<file path="src/rtl/id_hazard_controller.sv">
// id_hazard_controller
//
// ID-stage hazard and issue controller for a 5-stage pipeline.
//
// The block keeps a shadow copy of the destination register of each
// instruction in EX, MEM and WB. From this it decides each cycle whether the
// ID instruction can issue. For every issued instruction it registers the
// EX operand-forwarding selects. It also raises an ID-stage bypass when WB
// writes a register in the same cycle that ID reads it. A multi-cycle
// mult/div instruction holds EX for MD_LATENCY cycles in total.
//
// Ports
//   clk, rst_n        clock; synchronous active-low reset
//   ID_Valid          ID holds a real instruction
//   ID_Order          instruction word (rs = [25:21], rt = [20:16])
//   ID_UsesRs/Rt      the instruction reads rs / rt
//   ID_WriteReg       destination register
//   ID_RegWriteFlag   the instruction writes ID_WriteReg
//   ID_MemReadFlag    the instruction is a load
//   ID_MultiCycle     the instruction uses the mult/div unit
//   Flush             kill the ID instruction this cycle
//   ID_Stall          hold PC and IF/ID (combinational)
//   ID_Issue          ID instruction moves to EX at this edge (combinational)
//   ID_BypassA/B      use WB write data for rs / rt (combinational)
//   EX_FwdA/B         registered EX selects: 00 regfile, 01 MEM, 10 WB
//   EX_Hold, MD_Busy  multi-cycle instruction occupies EX

module id_hazard_controller #(
    parameter int MD_LATENCY = 4
) (
    input  logic        clk,
    input  logic        rst_n,
    input  logic        ID_Valid,
    input  logic [31:0] ID_Order,
    input  logic        ID_UsesRs,
    input  logic        ID_UsesRt,
    input  logic [4:0]  ID_WriteReg,
    input  logic        ID_RegWriteFlag,
    input  logic        ID_MemReadFlag,
    input  logic        ID_MultiCycle,
    input  logic        Flush,
    output logic        ID_Stall,
    output logic        ID_Issue,
    output logic        ID_BypassA,
    output logic        ID_BypassB,
    output logic [1:0]  EX_FwdA,
    output logic [1:0]  EX_FwdB,
    output logic        EX_Hold,
    output logic        MD_Busy
);

    localparam int CW = $clog2(MD_LATENCY) + 1;

    logic [4:0] rs;
    logic [4:0] rt;

    // Only the source register fields are decoded here.
    logic unused_order_bits;

    // Pipeline shadow slots. MEM and WB never need the load flag, because
    // only a load sitting in EX can cause a stall.
    logic       ex_valid, ex_regwrite, ex_isload;
    logic [4:0] ex_wreg;
    logic       mem_valid, mem_regwrite;
    logic [4:0] mem_wreg;
    logic       wb_valid, wb_regwrite;
    logic [4:0] wb_wreg;

    logic [CW-1:0] cnt;

    logic ex_hit_rs, ex_hit_rt, mem_hit_rs, mem_hit_rt;
    logic load_use;
    logic [1:0] fwd_a_next, fwd_b_next;

    // A slot produces r only when r is not register zero.
    function automatic logic slot_writes(input logic valid, input logic regwrite,
                                         input logic [4:0] wreg, input logic [4:0] r);
        return valid && regwrite && (wreg == r) && (r != 5'd0);
    endfunction

    assign rs = ID_Order[25:21];
    assign rt = ID_Order[20:16];
    assign unused_order_bits = ^{ID_Order[31:26], ID_Order[15:0]};

    assign EX_Hold = (cnt != '0);
    assign MD_Busy = EX_Hold;

    assign ex_hit_rs  = ID_UsesRs && slot_writes(ex_valid,  ex_regwrite,  ex_wreg,  rs);
    assign ex_hit_rt  = ID_UsesRt && slot_writes(ex_valid,  ex_regwrite,  ex_wreg,  rt);
    assign mem_hit_rs = ID_UsesRs && slot_writes(mem_valid, mem_regwrite, mem_wreg, rs);
    assign mem_hit_rt = ID_UsesRt && slot_writes(mem_valid, mem_regwrite, mem_wreg, rt);

    assign load_use = ex_isload && (ex_hit_rs || ex_hit_rt);

    // A flush overrides a stall, so a killed instruction never asserts ID_Stall.
    assign ID_Stall = ID_Valid && !Flush && (EX_Hold || load_use);
    assign ID_Issue = ID_Valid && !Flush && !ID_Stall;

    assign ID_BypassA = ID_UsesRs && slot_writes(wb_valid, wb_regwrite, wb_wreg, rs);
    assign ID_BypassB = ID_UsesRt && slot_writes(wb_valid, wb_regwrite, wb_wreg, rt);

    // Selects are named for the stage the producer occupies once the consumer
    // reaches EX. The EX-slot producer is checked first, so the youngest wins.
    always_comb begin
        fwd_a_next = 2'b00;
        fwd_b_next = 2'b00;
        if (ex_hit_rs)       fwd_a_next = 2'b01;
        else if (mem_hit_rs) fwd_a_next = 2'b10;
        if (ex_hit_rt)       fwd_b_next = 2'b01;
        else if (mem_hit_rt) fwd_b_next = 2'b10;
    end

    always_ff @(posedge clk) begin
        if (!rst_n) begin
            ex_valid     <= 1'b0;
            ex_regwrite  <= 1'b0;
            ex_isload    <= 1'b0;
            ex_wreg      <= 5'd0;
            mem_valid    <= 1'b0;
            mem_regwrite <= 1'b0;
            mem_wreg     <= 5'd0;
            wb_valid     <= 1'b0;
            wb_regwrite  <= 1'b0;
            wb_wreg      <= 5'd0;
            EX_FwdA      <= 2'b00;
            EX_FwdB      <= 2'b00;
            cnt          <= '0;
        end else begin
            wb_valid     <= mem_valid;
            wb_regwrite  <= mem_regwrite;
            wb_wreg      <= mem_wreg;

            // While EX is held, the held instruction stays in EX and MEM
            // receives bubbles until the instruction finally leaves.
            if (EX_Hold) begin
                mem_valid    <= 1'b0;
                mem_regwrite <= 1'b0;
                mem_wreg     <= 5'd0;
            end else begin
                mem_valid    <= ex_valid;
                mem_regwrite <= ex_regwrite;
                mem_wreg     <= ex_wreg;
                if (ID_Issue) begin
                    ex_valid    <= 1'b1;
                    ex_regwrite <= ID_RegWriteFlag;
                    ex_isload   <= ID_MemReadFlag;
                    ex_wreg     <= ID_WriteReg;
                    EX_FwdA     <= fwd_a_next;
                    EX_FwdB     <= fwd_b_next;
                end else begin
                    ex_valid    <= 1'b0;
                    ex_regwrite <= 1'b0;
                    ex_isload   <= 1'b0;
                    ex_wreg     <= 5'd0;
                    EX_FwdA     <= 2'b00;
                    EX_FwdB     <= 2'b00;
                end
            end

            // The issue edge counts as the first EX cycle, so the hold lasts
            // MD_LATENCY-1 further edges. With a latency of 1 there is no hold.
            if (ID_Issue && ID_MultiCycle)
                cnt <= CW'(MD_LATENCY - 1);
            else if (cnt != '0)
                cnt <= cnt - 1'b1;
        end
    end

endmodule

</file>
<file path="config.mk">
export PLATFORM = sky130hd
export DESIGN_NAME = id_hazard_controller
export DESIGN_NICKNAME = d
export VERILOG_FILES = /design/src/rtl/id_hazard_controller.sv
export SDC_FILE = /design/constraint.sdc
export NUM_CORES = 1
export LEC_CHECK = 0
export BUFFER_PORTS_ARGS = -buffer_cell sky130_fd_sc_hd__buf_4
export CORE_AREA = 3 3 77 71
export CTS_CLUSTER_SIZE = 8
export DETAILED_ROUTE_END_ITERATION = 7
export DIE_AREA = 0 0 80 74
export PLACE_DENSITY = 0.67
export SLEW_MARGIN = 20
export SYNTH_ARGS = -nofsm -noshare
export SYNTH_HDL_FRONTEND = slang
export SYNTH_SLANG_ARGS = --single-unit
</file>
<file path="constraint.sdc">
create_clock -name clk -period 1.73 [get_ports clk]
set_input_delay 0.173 -clock clk [delete_from_list [all_inputs] [get_ports clk]]
set_output_delay 0.173 -clock clk [all_outputs]
set_load 0.02 [all_outputs]
</file>
==> run summary <==
Final setup fails: 3
Gpl congestion: 0.8881
Max_cap viols: 0
Buffer depth of the longest clock path: 2
Top cells by area, synth: dfxtp_1 (41%), xnor2_1 (11%), xor2_1 (9.3%), a32o_1 (5.0%), and3_1 (4.0%)
Final Skew: 0.003589 ns
Synth Warn #: 0
CTS tree: yes
Synth async-reset ratio: 0
Hold Path Class: input pin to register
Antenna Nets Post-Route: 0
Total CTS buffers: 5
Detailed placement HPWL: 2746 um
Mean area per synthesized cell: 9.983 um^2
Worst slew margin: 0.4182
Post-synth EDFFs: 0
Pins Over Slew Limit: 0
Seq/Total Area, Yosys: 0.4124
Ys flop type: dfxtp_1
Chip width: 80 um
Crit. End Element: output port
Cell Area, Synth: 1408 um^2
Max FO, Critical Path: 3
Post-synthesis register bit count: 29
Netlist cell types: 33
Yosys top cell by area: dfxtp_1
CTS root buf: clkbuf_8
Status: complete, but fails checks
Met3 Use GR: 0.03632
Syn_nets: 189
Area growth from synthesis to layout: 46.49%
GR peak layer: met2
Violated checks: negative setup slack
# H-tree levels: 2
Vias/cell: 4.752
Post-route minimum period: 1.897 ns
RSZ-0062 raised after global routing: true
Met1 usage: 0.1724
CP required: 1.56 ns
CTS sink cnt: 29
Initial core utilization: 0.2930
Initial antenna violation count: 0
Fin nets: 245
Max frequency: 527.0 MHz
Worst-margin pin slew: 0.8695 ns
Std-Cell Rows: 24
Vias in the first global route: 1195
Arr. time, crit path: 1.72 ns
Die ar.: 5920 um^2
Met2 GRT Util: 0.1829
GR Overflow Total: 0
Placement Cell Area: 1874 um^2
VDD IR max: 0.5765 mV
Antenna diodes: 0
Starting DRT DRC Count: 59
Design Area, Final: 2062 um^2
Leak: 0.8608 nW
Core box area: 4805 um^2
Synth cell count leaders: dfxtp_1 (29), xnor2_1 (17), xor2_1 (15), and3_1 (9)
Largest net degree at the start of global routing: 16
Final Hold Vio Count: 0
GRT Util Overall: 0.1260
Reg clk slew, reported paths: 0.06 ns
Clock latency on the worst-skew pair: 0.28 ns
Top cell type's share of synthesized area: 0.4124
WS Path Type: input pin to output port
First-pass DRT Iterations: 4
Final core utilization: 0.4292
Routed WL: 3631 um
Fin crit share: 1.097
Tot Pwr: 0.002160 W
# IOs: 56
Die height: 74 um
Setup crit start kind: input pin
Port Buf Inserts: 33
Layout cells sized above 1: 0.4315
DRC: 0
PD cells: 1047 nW/um^2
FILL cells: 473
Synth Instances: 141
Post-route setup slack: -0.1674 ns
Global-route wire length before repair: 5685 um
Drt wl/cell: 13.86 um
Via count: 1245
Most common cell in the netlist: dfxtp_1
CTS Hold Bufs: 0
[placed cells by master (no fill, tap or decap), types with 2 or more instances in the layout]
| cell type | Yosys | routed |
|---|---|---|
| buf_4 | 1 | 50 |
| dfxtp_1 | 29 | 23 |
| xnor2_1 | 17 | 17 |
| xor2_1 | 15 | 14 |
| and3_1 | 9 | 8 |
| a32o_1 | 7 | 7 |
| and2_1 | 7 | 7 |
| clkbuf_8 | 0 | 6 |
| nand2_1 | 5 | 5 |
| dfxtp_2 | 0 | 5 |
| nor3_1 | 6 | 4 |
| nor2_1 | 3 | 3 |
| nand4_1 | 3 | 3 |
| nand3_1 | 3 | 3 |
| a22o_1 | 3 | 3 |
| buf_6 | 0 | 3 |
| nor4_2 | 0 | 2 |
| and3_4 | 1 | 2 |
| nor3_2 | 1 | 2 |
| inv_2 | 0 | 2 |
| o21ai_0 | 2 | 2 |
| nor4_1 | 4 | 2 |
| o22ai_1 | 2 | 2 |
[cell type report]
type / instances / area (um^2) / share of cell area
repair buffers: 53 / 409.1 / 0.1984
well taps: 65 / 81.33 / 0.03944
flip-flops and latches: 29 / 590.6 / 0.2864
inverters: 4 / 18.77 / 0.009102
clock buffers: 7 / 86.33 / 0.04187
multi-input cells: 104 / 875.8 / 0.4248
[cell families after synthesis]
group	count (synthesis)	synth area share
simple gates	49	0.2178
xor+xnor	32	0.1991
flops	29	0.4124
fa+ha+maj	2	0.01777
buf+inv	8	0.02400
compound gates	21	0.1289
[per-layer routing]
metal	routed length (um)	vias to the layer above
li1	-	616
met1	1770	584
met2	1547	39
met3	249	6
met4	63	0
met5	0	-
[per-stage QoR]
step	setup TNS, ns	hold slack (ns)	std cells	setup WS, ns
detailed placement	-1.120	0.4164	252	-0.2303
floorplan	-0.1103	0.3255	141	-0.05906
global placement	-1.003	0.4116	252	-0.2320
global route	-0.4913	0.1300	262	-0.2137
CTS	-0.2805	0.1236	261	-0.1688
finish	-0.3026	0.1332	262	-0.1674
[path summary, 6_finish.rpt]
kind	start	end	slack [ns]	depth (start not counted)
worst min register to register	EX_FwdB[1]	EX_FwdB[1]	0.47	2
worst max register to register	cnt[1]	EX_FwdA[0]	0.09	5
worst min-delay path	ID_MemReadFlag	ex_isload	0.13	2
worst max-delay path	ID_Order[22]	ID_Issue	-0.17	7
[power by group]
group          switching, W  internal (W)
Sequential        0.0000617      0.000740
Clock              0.000236      0.000315
Combinational      0.000422      0.000386
Total              0.000719       0.00144
[flip-flops by register name, indices dropped and copies added (netlist names)]
| signal | count |
|---|---|
| ex_valid | 1 |
| mem_valid | 1 |
| cnt | 3 |
| wb_valid | 1 |
| wb_regwrite | 1 |
| ex_regwrite | 1 |
| EX_FwdB | 2 |
| wb_wreg | 5 |
| mem_regwrite | 1 |
| ex_isload | 1 |
| EX_FwdA | 2 |
| mem_wreg | 5 |
| ex_wreg | 5 |
[worst max-delay path, cell delays in order]
cell     delay (ns)
buf_6          0.09
or4_4          0.53
o211a_1        0.24
and3b_4        0.21
o21a_4         0.20
nor3_2         0.11
buf_4          0.16
[what timing repair did]
item | CTS | global route
pin swaps | 5 | 9
resized for setup | 7 | 12
endpoints found under the setup margin | 2 | 12
buffers inserted | 2 | 3
(Power assumes the default switching activity.)
